File: src/rtl/mem_pkg.sv
// ----------------------------------------------------------------------------
// mem_pkg -- shared definitions for the memory pipeline slice.
//   mem_state_e : request FSM states (IDLE, ACCESS, HALTED)
//   WB_* / M_*  : bit positions inside the WB_in and M_in control bundles
//   word_t      : 16-bit datapath word
// ----------------------------------------------------------------------------
package mem_pkg;

  localparam int WORD_W = 16;
  typedef logic [WORD_W-1:0] word_t;

  typedef enum logic [1:0] {
    IDLE   = 2'd0,
    ACCESS = 2'd1,
    HALTED = 2'd2
  } mem_state_e;

  // WB_in = {RegWrite, MemToReg}
  localparam int WB_REGWRITE = 1;
  localparam int WB_MEMTOREG = 0;

  // M_in = {Halt, MemWrite, MemRead}
  localparam int M_HALT  = 2;
  localparam int M_WRITE = 1;
  localparam int M_READ  = 0;

endpackage

File: src/rtl/mem_req_fsm.sv
// ----------------------------------------------------------------------------
// mem_req_fsm -- handshake FSM and data-memory request drivers.
// Ports:
//   clk, rst              clock, asynchronous active-low reset
//   in_valid, m_in        upstream valid and {Halt, MemWrite, MemRead}
//   addr, data            effective address / store data of the instruction
//   mem_ack               memory completion (only honoured in ACCESS)
//   in_ready              1 only in IDLE
//   mem_req, mem_we       request / write-enable, asserted only in ACCESS
//   mem_addr, mem_wdata   held request address and store data
//   halt                  1 while HALTED
//   xfer                  transfer strobe (in_valid && in_ready)
//   ack_edge              1 in the ACCESS cycle that ends with mem_ack
// ----------------------------------------------------------------------------
module mem_req_fsm
  import mem_pkg::*;
(
  input  logic       clk,
  input  logic       rst,
  input  logic       in_valid,
  input  logic [2:0] m_in,
  input  word_t      addr,
  input  word_t      data,
  input  logic       mem_ack,
  output logic       in_ready,
  output logic       mem_req,
  output logic       mem_we,
  output word_t      mem_addr,
  output word_t      mem_wdata,
  output logic       halt,
  output logic       xfer,
  output logic       ack_edge
);

  mem_state_e state_q, state_d;
  word_t      addr_q, addr_d;
  word_t      wdata_q, wdata_d;
  logic       we_q, we_d;

  always_ff @(posedge clk or negedge rst) begin
    if (!rst) begin
      state_q <= IDLE;
      addr_q  <= '0;
      wdata_q <= '0;
      we_q    <= 1'b0;
    end else begin
      state_q <= state_d;
      addr_q  <= addr_d;
      wdata_q <= wdata_d;
      we_q    <= we_d;
    end
  end

  always_comb begin
    state_d = state_q;
    addr_d  = addr_q;
    wdata_d = wdata_q;
    we_d    = we_q;
    case (state_q)
      IDLE: begin
        if (in_valid) begin
          // Halt dominates any memory bits in the same instruction.
          if (m_in[M_HALT]) begin
            state_d = HALTED;
          end else if (m_in[M_READ] || m_in[M_WRITE]) begin
            state_d = ACCESS;
            addr_d  = addr;
            wdata_d = data;
            // Read+write together is treated as a write.
            we_d    = m_in[M_WRITE];
          end
        end
      end
      ACCESS: begin
        if (mem_ack) state_d = IDLE;
      end
      HALTED: state_d = HALTED;
      default: state_d = IDLE;
    endcase
  end

  assign in_ready  = (state_q == IDLE);
  assign mem_req   = (state_q == ACCESS);
  assign mem_we    = mem_req && we_q;
  assign mem_addr  = addr_q;
  assign mem_wdata = wdata_q;
  assign halt      = (state_q == HALTED);
  assign xfer      = in_valid && in_ready;
  // An ack is only meaningful while a request is outstanding.
  assign ack_edge  = mem_req && mem_ack;

endmodule

File: src/rtl/mem_slice.sv
// ----------------------------------------------------------------------------
// mem_slice -- MEM pipeline stage: captures an EX-stage instruction, performs
// at most one data-memory access, and produces a single-cycle writeback pulse.
// Ports:
//   clk, rst                       clock, asynchronous active-low reset
//   in_valid / in_ready            upstream handshake
//   WB_in {RegWrite, MemToReg}, M_in {Halt, MemWrite, MemRead}
//   addr, data, result, flags, rd  instruction operands from EX
//   mem_req, mem_we, mem_addr, mem_wdata, mem_ack, mem_rdata  data memory
//   wb_valid, wb_regwrite, wb_rd, wb_data                     writeback bundle
//   flags_q                        architectural flags (ALU ops only)
//   halt                           processor halted until reset
//   fwd_valid, fwd_rd, fwd_data    EX forwarding, only with MEM_FWD_EN
// Build option: define MEM_FWD_EN to add the forwarding ports.
// ----------------------------------------------------------------------------
module mem_slice
  import mem_pkg::*;
(
  input  logic       clk,
  input  logic       rst,
  input  logic       in_valid,
  output logic       in_ready,
  input  logic [1:0] WB_in,
  input  logic [2:0] M_in,
  input  word_t      addr,
  input  word_t      data,
  input  word_t      result,
  input  logic [2:0] flags,
  input  logic [3:0] rd,
  output logic       mem_req,
  output logic       mem_we,
  output word_t      mem_addr,
  output word_t      mem_wdata,
  input  logic       mem_ack,
  input  word_t      mem_rdata,
  output logic       wb_valid,
  output logic       wb_regwrite,
  output logic [3:0] wb_rd,
  output word_t      wb_data,
  output logic [2:0] flags_q,
  output logic       halt
`ifdef MEM_FWD_EN
  ,
  output logic       fwd_valid,
  output logic [3:0] fwd_rd,
  output word_t      fwd_data
`endif
);

  logic xfer, ack_edge;

  mem_req_fsm u_fsm (
    .clk       (clk),
    .rst       (rst),
    .in_valid  (in_valid),
    .m_in      (M_in),
    .addr      (addr),
    .data      (data),
    .mem_ack   (mem_ack),
    .in_ready  (in_ready),
    .mem_req   (mem_req),
    .mem_we    (mem_we),
    .mem_addr  (mem_addr),
    .mem_wdata (mem_wdata),
    .halt      (halt),
    .xfer      (xfer),
    .ack_edge  (ack_edge)
  );

  // Captured instruction fields, needed until the memory access completes.
  logic       regwrite_q, regwrite_d;
  logic       memtoreg_q, memtoreg_d;
  logic [3:0] rd_q, rd_d;
  word_t      result_q, result_d;

  logic       wb_valid_q, wb_valid_d;
  logic       wb_regwrite_q, wb_regwrite_d;
  logic [3:0] wb_rd_q, wb_rd_d;
  word_t      wb_data_q, wb_data_d;
  logic [2:0] flags_d;

  logic is_mem;
  assign is_mem = M_in[M_READ] || M_in[M_WRITE];

  always_comb begin
    regwrite_d    = regwrite_q;
    memtoreg_d    = memtoreg_q;
    rd_d          = rd_q;
    result_d      = result_q;
    wb_valid_d    = 1'b0;
    wb_regwrite_d = wb_regwrite_q;
    wb_rd_d       = wb_rd_q;
    wb_data_d     = wb_data_q;
    flags_d       = flags_q;

    if (xfer) begin
      regwrite_d = WB_in[WB_REGWRITE];
      memtoreg_d = WB_in[WB_MEMTOREG];
      rd_d       = rd;
      result_d   = result;
      // Plain ALU op: write back immediately and commit flags.
      if (!M_in[M_HALT] && !is_mem) begin
        wb_valid_d    = 1'b1;
        wb_regwrite_d = WB_in[WB_REGWRITE];
        wb_rd_d       = rd;
        wb_data_d     = result;
        flags_d       = flags;
      end
    end

    if (ack_edge) begin
      wb_valid_d    = 1'b1;
      wb_regwrite_d = regwrite_q;
      wb_rd_d       = rd_q;
      // Writes never take read data, even with MemToReg set.
      wb_data_d     = (memtoreg_q && !mem_we) ? mem_rdata : result_q;
    end
  end

  always_ff @(posedge clk or negedge rst) begin
    if (!rst) begin
      regwrite_q    <= 1'b0;
      memtoreg_q    <= 1'b0;
      rd_q          <= '0;
      result_q      <= '0;
      wb_valid_q    <= 1'b0;
      wb_regwrite_q <= 1'b0;
      wb_rd_q       <= '0;
      wb_data_q     <= '0;
      flags_q       <= '0;
    end else begin
      regwrite_q    <= regwrite_d;
      memtoreg_q    <= memtoreg_d;
      rd_q          <= rd_d;
      result_q      <= result_d;
      wb_valid_q    <= wb_valid_d;
      wb_regwrite_q <= wb_regwrite_d;
      wb_rd_q       <= wb_rd_d;
      wb_data_q     <= wb_data_d;
      flags_q       <= flags_d;
    end
  end

  assign wb_valid    = wb_valid_q;
  assign wb_regwrite = wb_regwrite_q;
  assign wb_rd       = wb_rd_q;
  assign wb_data     = wb_data_q;

`ifdef MEM_FWD_EN
  assign fwd_valid = wb_valid_q && wb_regwrite_q;
  assign fwd_rd    = wb_rd_q;
  assign fwd_data  = wb_data_q;
`endif

endmodule

File: config.mk
export PLATFORM = sky130hd
export DESIGN_NAME = mem_slice
export DESIGN_NICKNAME = d
export VERILOG_FILES = /design/src/rtl/mem_pkg.sv /design/src/rtl/mem_req_fsm.sv /design/src/rtl/mem_slice.sv
export SDC_FILE = /design/constraint.sdc
export NUM_CORES = 1
export LEC_CHECK = 0
export CORE_ASPECT_RATIO = 1.75
export CORE_MARGIN = 2
export CORE_UTILIZATION = 43
export CTS_CLUSTER_SIZE = 24
export DETAILED_ROUTE_END_ITERATION = 8
export PLACE_DENSITY = 0.86
export SYNTH_ARGS = -nofsm -noshare
export SYNTH_HDL_FRONTEND = slang
export SYNTH_SLANG_ARGS = --single-unit
File: constraint.sdc
create_clock -name clk -period 1.9 [get_ports clk]
set_input_delay 0.38 -clock clk [delete_from_list [all_inputs] [get_ports clk]]
set_output_delay 0.38 -clock clk [all_outputs]
set_load 0.02 [all_outputs]
== Yosys cells after proc, flatten, opt, wreduce, memory -nomap -nowiden ==
Index checks and enable logic that the tools add are counted.

* Equal/unequal tests: 5
* Mux-type cells: 18
* Bitwise logic cells: 1
* Reduce and logical (&&, ||, !) cells: 16

{| class="wikitable"
|+ Operators with widths
! kind !! number
|-
| 16-bit 2-to-1 mux || 4
|-
| 4-bit 2-to-1 mux || 3
|-
| 2-bit 2-to-1 mux || 4
|-
| 1-bit 2-to-1 mux || 6
|-
| 2-bit one-hot mux with 3 select lines || 1
|-
| 1-bit logical AND || 5
|-
| 2-bit inequality test, second input constant || 2
|-
| 2-bit AND reduction || 2
|-
| 4-bit AND reduction || 1
|-
| 2-bit nonzero test || 2
|-
| 1-bit logical NOT || 3
|-
| 3-bit inequality test, second input constant || 1
|-
| 3-bit AND reduction || 1
|-
| 2-bit by 1-bit equality test with 1-bit output, second input constant || 1
|-
| 2-bit equality test, second input constant || 1
|-
| 2-bit logical NOT || 1
|-
| 1-bit logical OR || 1
|-
| 1-bit inverter || 1
|}

* Register bits: 82
* Logic and storage cells: 53

== Depth between registers and ports, before layout ==
Gate-level depths: netlist (run 1).

* Word-level depth: 6
* Gate-level depth with buffers: 6

== Cells and area by module ==
A second synthesis (run 1) with hierarchy kept.

* Cells, all modules: 231
* Area, all modules: 3488.3 µm²

{| class="wikitable"
|+ By module, submodules not included
! module !! times used !! cells each !! area each (µm²)
|-
| mem_slice || 1 || 148 || 2123.3
|-
| mem_req_fsm || 1 || 83 || 1365.1
|}

== Worst setup path after synthesis (run 1) ==
Ideal clock, no wire load.

* Path type: register to register
* From: register u_fsm.state_q[1]
* To: register u_fsm.addr_q[0] (netlist: u_fsm.mem_addr[0])
* Data arrival time: 1653 ps
* Required time: 1775 ps
* Slack: 122 ps
* Cell stages (with the launch flop): 7
* Buffers on the path: 2
* Clock period less this slack: 1778 ps
* Path through: dfrtp_1 -> nor2_4 -> nand2_2 -> or3_1 -> buf_6 -> buf_6 -> mux2_4

* Cells in the longest elaborated chain, start to end: 2

{| class="wikitable"
|+ RTL lines
! what !! line !! text
|-
| start, declared || mem_req_fsm.sv:35 || <nowiki>mem_state_e state_q, state_d;</nowiki>
|-
| start signal, assigned || mem_req_fsm.sv:47 || <nowiki>state_q <= state_d;</nowiki>
|-
| 2-bit logical NOT || n/a ||
|-
| net in_ready || mem_slice.sv:22 || <nowiki>output logic in_ready,</nowiki>
|-
| 4-bit AND reduction (no source line) || n/a ||
|-
| end signal, assigned || mem_req_fsm.sv:48 || <nowiki>addr_q <= addr_d;</nowiki>
|-
| end, declared || mem_req_fsm.sv:36 || <nowiki>word_t addr_q, addr_d;</nowiki>
|}

The timed path passes the listed nets, and every way through them passes these cells.
A chain may end at the register's enable or synchronous reset.

== Worst setup path in the final report (run 1) ==
* From: register u_fsm.state_q[1]
* To: register u_fsm.wdata_q[7] (netlist: u_fsm.mem_wdata[7])

* Cells in the longest elaborated chain, start to end: 2

{| class="wikitable"
|+ RTL lines
! what !! line !! text
|-
| 2-bit logical NOT || mem_req_fsm.sv:59 || <nowiki>case (state_q)</nowiki>
|-
| 4-bit AND reduction (no source line) || n/a ||
|-
| end signal, assigned || mem_req_fsm.sv:49 || <nowiki>wdata_q <= wdata_d;</nowiki>
|-
| end, declared || mem_req_fsm.sv:37 || <nowiki>word_t wdata_q, wdata_d;</nowiki>
|}

Every way passes these cells.

==> impl_metrics.yaml, run 1 <==
outcome:
  status: "finished, final reports clean"
routing:
  viasPerCell: 5.43
  num_vias: 3131
  drc: 0
  ant_nets: 0
  drt-initial-drc-count: 248
  wl_per_cell_um: 18.7
  drt_wl_total_mm: 10.8
  first_pass_iters: 7
yosys:
  yosys.area.top_type_share_pct: 57.7
  synth_fp_nets: 410
  synth_top_cell_by_area: "dfrtp_1"
  synth-seq-cells: 82
  syn_inst: 330
  synth.most_common_cell: "nand2_1"
  post_synth_main_area_contributors: "dfrtp_1 (58%), nand2_1 (12%), mux2_4 (12%)"
  synth_edf_count: 0
  seq_area_frac_synth_pct: 57.7
  yosysWarnings: 0
  ys.flop_type: "dfrtp_1"
  avgSynthCellArea_sq_um: 10.8
  synthArstFlopShare_pct: 100
  synth_commonest_cells: "nand2_1 (117), dfrtp_1 (82), mux2_4 (29)"
  synth.distinct_cells: 24
  syn_area_sq_um: 3550
worst_setup_path:
  path_max_fanout: 25
  worstPathArrival_ps: 2050
  required_ps: 2110
  cp-start-kind: "flip-flop"
  crit_chain: "nor2_4 > nand2_2 > or3_2 > buf_12 > mux2_4"
  critPathKind: "flip-flop to flip-flop"
  end_kind: "flip-flop"
  r2r_cells: 5
  cp_slowest_cell: "or3_2"
  critPathMaxStageDelay_ps: 510
floorplan:
  ios: 141
  core-area_sq_um: 7960
  die-area_sq_um: 9040
  start_util_pct: 44.6
  rows: 43
  die_h_um: 124
  die_x_um: 72.7
sta:
  tightest_slew_ps: 717
  slew_headroom_pct: 52.0
  max_freq_mhz: 544
  finalCritPeriodShare_pct: 96.7
  finalSetupViolCount: 0
  maxSlewViolCount: 0
  finalClockSkew_ps: 5.87
  fin_setup_tns_ps: 0
  hold_viol: 0
  rsz0062_at_grt: "true"
  hold_ws_ps: 477
  min_period_ps: 1840
pwr:
  p_leak_uw: 0.00254
  clkPwrFrac_pct: 20.3
  share_comb_of_total_power_pct: 42.4
  p_sw_uw: 2860
  irDropWorstVdd_mv: 0.738
  netSwitchingFraction_pct: 35.1
  p_int_uw: 5290
  pwr-share-seq_pct: 37.4
  p_per_area_nw_per_um2: 1500
cells_and_area:
  num-fill-cells: 611
  seq_area_sq_um: 2050
  multi_input_area_sq_um: 1390
  syn2layout_area_growth_pct: 52.9
  n_antenna_cell: 0
  drive_gt1_share_pct: 15.0
  nets: 562
clocking:
  clock_sink_count: 82
  cts_tree: "done"
  numCtsBuffers: 9
  clkTransAtPathRegs_ps: 60
  htreeDepth: 3
  cts_buffer_depth: 2
  cts_root_buf: "clkbuf_16"
  clk-insertion-delay-late_ps: 330
global_routing:
  grt_pass1_wl_mm: 16.9
  antenna_found_initial: 0
  grt_max_degree: 35
  grt_pass1_vias: 3373
  grt_overflow_total: 0
  track_usage_pct: 24.7
run:
  drv_cap: 0
hold_path:
  hold_path.class: "flip-flop to flip-flop"
  hold_depth: 2
placed_design:
  routabilityCongestion: 0.813
  hpwlAfterDp_mm: 7.77
  io_buffers: 140
worst max-delay path, delay by kind of cell (launching register included):
kind | cells | cell delay [ps]
mux | 1 | 320
simple gates | 3 | 710
buf+inv | 1 | 210
flops | 1 | 460
final cells by class:
type	instances	share of cell area (%)
Inverter	2	0.138
Clock buffer	14	5.04
Multi-Input combinational cell	227	25.7
Tap cell	90	2.07
Sequential cell	82	37.8
Clock inverter	2	0.184
Timing Repair Buffer	160	29.2
registers in the layout, summed over array words and instances, names as in the netlist:
signal,cells
wb_regwrite,1
flags_q,3
u_fsm.mem_addr,16
wb_rd,4
u_fsm.we_q,1
u_fsm.mem_wdata,16
regwrite_q,1
wb_valid,1
rd_q,4
memtoreg_q,1
u_fsm.state_q,2
result_q,16
wb_data,16
what timing repair did:
item                                    CTS  global route
buffers inserted                          0             0
hold buffers                              1             0
endpoints found under the hold margin    29             0
gates resized for setup                   5             1
endpoints found under the setup margin    5             2
worst paths after layout:
kind | startpoint | endpoint | slack, ps
max in group asynchronous | rst | u_fsm.mem_addr[6] | 730
setup / recovery | u_fsm.state_q[1] | u_fsm.mem_wdata[7] | 60
hold reg to reg | regwrite_q | regwrite_q | 480
min in group asynchronous | rst | u_fsm.mem_addr[2] | 540
hold / removal | regwrite_q | regwrite_q | 480
setup reg to reg | u_fsm.state_q[1] | u_fsm.mem_wdata[7] | 60
metal layers:
metal	up-vias	track usage, %	share of wire (%)
met4	0	16.4	5.0
met2	138	43.2	55
met5	-	0	0
met1	1532	26.4	34
met3	44	3.72	5.3
li1	1417	-	-
cells in the final DEF, fill, tap and decap left out, types with 3 or more instances in the layout:
master	count
clkdlybuf4s50_1	135
clkbuf_16	9
dfrtp_1	82
a32oi_1	15
mux2_4	29
a21oi_1	24
buf_4	17
nand2_1	117
dlygate4sd2_1	4
buf_12	3
mux2_2	4
clkbuf_8	3
o21ai_0	16
nor2_1	7
per-stage QoR:
step	power (uW)	setup slack (ps)	area (sq um)	cells	util [%]
2_1_floorplan	4710	122	3550	330	-
3_3_place_gp	6330	-174	5140	560	64.5
3_5_place_dp	6500	-247	5140	560	64.5
4_1_cts	8170	48.0	5430	577	68.2
5_1_grt	8530	-1.73	5430	577	68.2
6_report	8140	63.3	5430	577	68.2
kinds of logic (layout without fill, tap and decap cells):
kind of cell,count (synthesis),in the layout,synth area share [%]
simple gates,135,135,15.3
buf+inv,21,178,3.31
mux,33,33,13.5
flops,82,82,57.7
compound gates,59,59,10.1
power by group through the flow:
stage                     logic, uW  registers, uW  clock network (uW)
after floorplan                1090           3620                   0
after global placement         3330           3000                   0
after detailed placement       3460           3040                   0
after CTS                      3460           3030                1680
after global routing           3650           3130                1740
final                          3450           3040                1650
Note: power is estimated with default switching activity, not from simulation.
==> inputs of run 2 (changes only) <==
--- a/config.mk
+++ b/config.mk
@@ -7,10 +7,11 @@
 export LEC_CHECK = 0
 export CORE_ASPECT_RATIO = 1.75
 export CORE_MARGIN = 2
-export CORE_UTILIZATION = 43
+export CORE_UTILIZATION = 60
 export CTS_CLUSTER_SIZE = 24
 export DETAILED_ROUTE_END_ITERATION = 8
-export PLACE_DENSITY = 0.86
+export DONT_BUFFER_PORTS = 1
+export PLACE_DENSITY = 0.83
 export SYNTH_ARGS = -nofsm -noshare
 export SYNTH_HDL_FRONTEND = slang
 export SYNTH_SLANG_ARGS = --single-unit
==> constraint.sdc (replaced) <==
create_clock -name clk -period 1.9 [get_ports clk]
set_input_delay 0.285 -clock clk [delete_from_list [all_inputs] [get_ports clk]]
set_output_delay 0.285 -clock clk [all_outputs]
set_load 0.02 [all_outputs]
==> run 2 against run 1 <==
Compared with the run above: the run now ends with negative hold slack left; clock skew up 6.3 ps; worst hold slack lost 860 ps; cell count down 27%; power down 22%; clock-buffer cell count shrank 4; flip-flop and latch count did not move; via count decreased by 22%; clock power decreased by 24%; fmax grew 2.5%; sequential power increased by 24%; largest power group is now registers.
==> impl_metrics.yaml, run 2 (synthesis results as in run 1) <==
clocking:
  clk-insertion-delay-late_ps: 350
  cts_tree: "done"
  cts-resized-gates: 0
  htreeDepth: 3
  clkTransAtPathRegs_ps: 90
  cts_buffer_depth: 2
  cts_setup_buffers: 0
  cts_root_buf: "clkbuf_8"
  numCtsBuffers: 9
  clock_sink_count: 82
pwr:
  p_leak_uw: 0.00191
  p_per_area_nw_per_um2: 1640
  irDropWorstVdd_mv: 0.762
  power_uw: 6380
run:
  drv_cap: 0
global_routing:
  grt_overflow_total: 0
  grt_pass1_vias: 2457
  antenna_found_initial: 0
  track_usage_pct: 25.3
  grt_pass1_wl_mm: 12.7
  grt_max_degree: 83
routing:
  ant_nets: 0
  first_pass_iters: 4
  wl_per_cell_um: 18.8
  viasPerCell: 5.85
  drt-initial-drc-count: 196
  drt_wl_total_mm: 7.87
  num_vias: 2453
  drc: 0
worst_setup_path:
  cp-start-kind: "flip-flop"
  path_max_fanout: 17
  worstPathArrival_ps: 2030
  critPathKind: "flip-flop to flip-flop"
  required_ps: 2130
  critPathMaxStageDelay_ps: 500
  end_kind: "flip-flop"
  cp_slowest_cell: "or3_2"
  critPathLaunch: "u_fsm.state_q[1]"
  r2r_start: "u_fsm.state_q[1]"
  crit_chain: "nor2_4 > nand2_2 > or3_2 > buf_4 > mux2_4"
cells_and_area:
  fin_util_pct: 67.2
  layout_common_cells: "nand2_1 (117), dfrtp_1 (82), mux2_4 (29)"
  nets: 416
  num-fill-cells: 433
  final_common_cell: "nand2_1"
  syn2layout_area_growth_pct: 9.43
  drive_gt1_share_pct: 19.6
  n_antenna_cell: 0
placed_design:
  hpwlAfterDp_mm: 5.45
  io_buffers: 0
  routabilityCongestion: 0.707
sta:
  finalCritPeriodShare_pct: 94.3
  fin_setup_tns_ps: 0
  hold_ws_ps: -381
  slew_headroom_pct: 71.8
  maxSlewViolCount: 0
  max_freq_mhz: 558
  rsz0062_at_grt: "false"
  finalClockSkew_ps: 12.2
  hold_viol: 82
  min_period_ps: 1790
  tightest_slew_ps: 421
  finalSetupViolCount: 0
outcome:
  status: "finished with violations"
  violations: "negative hold slack"
hold_path:
  hold_path.class: "primary input to async pin"
floorplan:
  core-area_sq_um: 5790
  rows: 37
  die_x_um: 62.2
  die_h_um: 106
  ios: 141
  die-area_sq_um: 6580
  start_util_pct: 61.4
-- run 2: cell types whose count changed in the layout (fill, tap and decap cells not counted), sizes merged --
cell           previous run  this run
dlygate4sd3               1         0
clkbuf                   14        10
clkdlybuf4s50           135         0
dlygate4sd2               4         0
bufinv                    0         1
clkinvlp                  0         3
buf                      20        14
-- run 2: final timing paths --
path / to / slack, ps / cells after the start
worst max-delay path: u_fsm.mem_wdata[4] / 110 / 5
worst min-delay path: u_fsm.mem_addr[7] / -380 / 0
worst max register to register: u_fsm.mem_wdata[4] / 110 / 5
worst min register to register: rd_q[1] / 500 / 2
max in group asynchronous: u_fsm.mem_wdata[10] / 2150 / 0
min in group clk: result_q[6] / 40 / 2
-- run 2: layout make-up --
type,count,area (sq um),area share (%)
Timing Repair Buffer,14,143,3.67
Inverter,2,7.51,0.193
Clock buffer,10,138,3.54
Sequential cell,82,2050,52.8
Tap cell,78,97.6,2.51
Clock inverter,6,66.3,1.70
Multi-Input combinational cell,227,1390,35.6
-- run 2: routing by layer --
layer / global-route usage, % / wire [um] / vias up
met1: 29.3 / 2790 / 1209
met3: 8.75 / 653 / 12
met5: 0 / 0 / -
li1: - / - / 1119
met2: 42.6 / 4260 / 113
met4: 10.8 / 163 / 0
-- run 2: worst max-delay path: cells and delay by family (launching register included) --
kind / cells / cell delay [ps]
buf+inv: 1 / 260
flops: 1 / 410
mux: 1 / 330
simple gates: 3 / 690
-- run 2: report_power, final --
group | internal [uW] | total [uW] | switching (uW)
registers | 2510 | 3780 | 1270
logic | 728 | 1340 | 612
clock network | 642 | 1260 | 619
-- run 2: metrics by stage --
| stage | setup WS, ps | std cells | area, sq um |
|---|---|---|---|
| floorplan | 122 | 330 | 3550 |
| global placement | 153 | 403 | 3690 |
| detailed placement | 106 | 403 | 3690 |
| CTS | 96.0 | 419 | 3890 |
| global route | 66.2 | 419 | 3890 |
| finish | 108 | 419 | 3890 |
==> inputs of run 3 (changes only) <==
--- a/config.mk
+++ b/config.mk
@@ -7,11 +7,11 @@
 export LEC_CHECK = 0
 export CORE_ASPECT_RATIO = 1.75
 export CORE_MARGIN = 2
-export CORE_UTILIZATION = 60
+export CORE_UTILIZATION = 40
 export CTS_CLUSTER_SIZE = 24
 export DETAILED_ROUTE_END_ITERATION = 8
 export DONT_BUFFER_PORTS = 1
-export PLACE_DENSITY = 0.83
+export PLACE_DENSITY = 0.61
 export SYNTH_ARGS = -nofsm -noshare
 export SYNTH_HDL_FRONTEND = slang
 export SYNTH_SLANG_ARGS = --single-unit
==> run 3 against run 2 <==
Compared with the run above: the flow still finishes with violations (negative hold slack); largest cell class unchanged; clock-buffer cell count increased by 1; highest routed layer unchanged; die area increased by 47%; first-iteration DRC count decreased by 8.2%; utilization decreased by 21 points; largest power group unchanged; routed wire length increased by 5.0%; flip-flop and latch count unchanged.
==> impl_metrics.yaml, run 3 (synthesis results as in run 1) <==
worst_setup_path:
  cp_slowest_cell: "or3_2"
  crit_family: "simple AND/OR/NAND/NOR gates"
  end_kind: "flip-flop"
  critPathKind: "flip-flop to flip-flop"
  path_max_fanout: 34
  timing.critical_path.buf_inv: 1
  cp-start-kind: "flip-flop"
  required_ps: 2120
  worstPathArrival_ps: 1970
  crit_chain: "nor2_4 > nand2_2 > or3_2 > buf_12 > mux2_4"
  critPathMaxStageDelay_ps: 480
routing:
  drc: 0
  viasPerCell: 5.21
  num_vias: 2375
  drt-initial-drc-count: 180
  first_pass_iters: 4
  wl_per_cell_um: 18.1
  ant_nets: 0
  drt_wl_total_mm: 8.26
clocking:
  clkTransAtPathRegs_ps: 60
  htreeDepth: 3
  cts-resized-gates: 0
  cts_tree: "done"
  numCtsBuffers: 9
  cts_root_buf: "clkbuf_16"
  clock_sink_count: 82
  cts_buffer_depth: 2
  cts_setup_buffers: 0
  clk-insertion-delay-late_ps: 330
pwr:
  irDropWorstVdd_mv: 0.758
  p_int_uw: 4420
  clkPwrFrac_pct: 26.8
  pwr-share-seq_pct: 54.1
  share_comb_of_total_power_pct: 19.1
  p_sw_uw: 2530
  netSwitchingFraction_pct: 36.4
  p_per_area_nw_per_um2: 1720
  p_leak_uw: 0.00196
cells_and_area:
  n_antenna_cell: 0
  nets: 414
  syn2layout_area_growth_pct: 13.8
  drive_gt1_share_pct: 18.9
  num-fill-cells: 827
  instances_no_fill: 456
  layout_common_cells: "nand2_1 (117), dfrtp_1 (82), mux2_4 (29)"
  final_common_cell: "nand2_1"
outcome:
  violations: "negative hold slack"
  status: "finished with violations"
floorplan:
  die_h_um: 129
  start_util_pct: 41.0
  ios: 141
  die_x_um: 75.3
  rows: 45
  core-area_sq_um: 8670
  die-area_sq_um: 9690
sta:
  finalCritPeriodShare_pct: 92.4
  slew_headroom_pct: 70.7
  rsz0062_at_grt: "false"
  min_period_ps: 1760
  maxSlewViolCount: 0
  hold_viol: 82
  fin_setup_tns_ps: 0
  tightest_slew_ps: 438
  max_freq_mhz: 570
  finalSetupViolCount: 0
  finalClockSkew_ps: 7.15
  hold_ws_ps: -355
global_routing:
  track_usage_pct: 17.7
  grt_overflow_total: 0
  grt_pass1_wl_mm: 12.6
  grt_pass1_vias: 2442
  grt_max_degree: 83
  antenna_found_initial: 0
run:
  drv_cap: 0
placed_design:
  io_buffers: 0
  dpl.cell_count: 440
  routabilityCongestion: 0.750
  hpwlAfterDp_mm: 5.64
hold_path:
  hold_path.class: "primary input to async pin"
==> run 3: layout make-up <==
| cell class | instances | area, sq um | share of cell area, % |
|---|---|---|---|
| flip-flops and latches | 82 | 2050 | 50.7 |
| multi-input cells | 227 | 1390 | 34.4 |
| clock buffers | 11 | 243 | 6.00 |
| well taps | 117 | 146 | 3.62 |
| repair buffers | 12 | 128 | 3.15 |
| clock inverters | 5 | 77.6 | 1.92 |
| inverters | 2 | 7.51 | 0.186 |
==> run 3: metrics by stage <==
stage	total power, uW	hold slack, ps	cell area, sq um	util, %	worst slack (ps)
floorplan	4710	-10.6	3550	-	122
global placement	5050	-8.92	3730	43.0	205
detailed placement	5140	-9.48	3730	43.0	148
CTS	7030	-370	4050	46.7	145
global route	7360	-379	4050	46.7	73.8
finish	6950	-355	4050	46.7	144
==> run 3: path summary, 6_finish.rpt <==
kind | start | to | depth (start not counted) | slack [ps]
max | u_fsm.state_q[1] | u_fsm.mem_addr[9] | 5 | 140
min | rst | wb_data[7] | 0 | -350
max reg2reg | u_fsm.state_q[1] | u_fsm.mem_addr[9] | 5 | 140
min reg2reg | rd_q[2] | rd_q[2] | 2 | 480
max in group asynchronous | rst | memtoreg_q | 0 | 2070
min in group clk | flags[0] | flags_q[0] | 2 | 60
==> run 3: metal layers <==
metal	part of all wire, %	vias up	global-route usage, %
li1	-	1116	-
met1	35	1155	18.8
met2	55	95	30.7
met3	8.0	9	6.03
met4	1.9	0	7.84
met5	0	-	0
==> run 3: power groups by stage <==
stage	Combinational, uW	Clock, uW	Sequential [uW]
after CTS	1350	1900	3770
after global routing	1500	1990	3870
final	1330	1860	3760
after global placement	1280	0	3780
after detailed placement	1350	0	3790
after floorplan	1090	0	3620
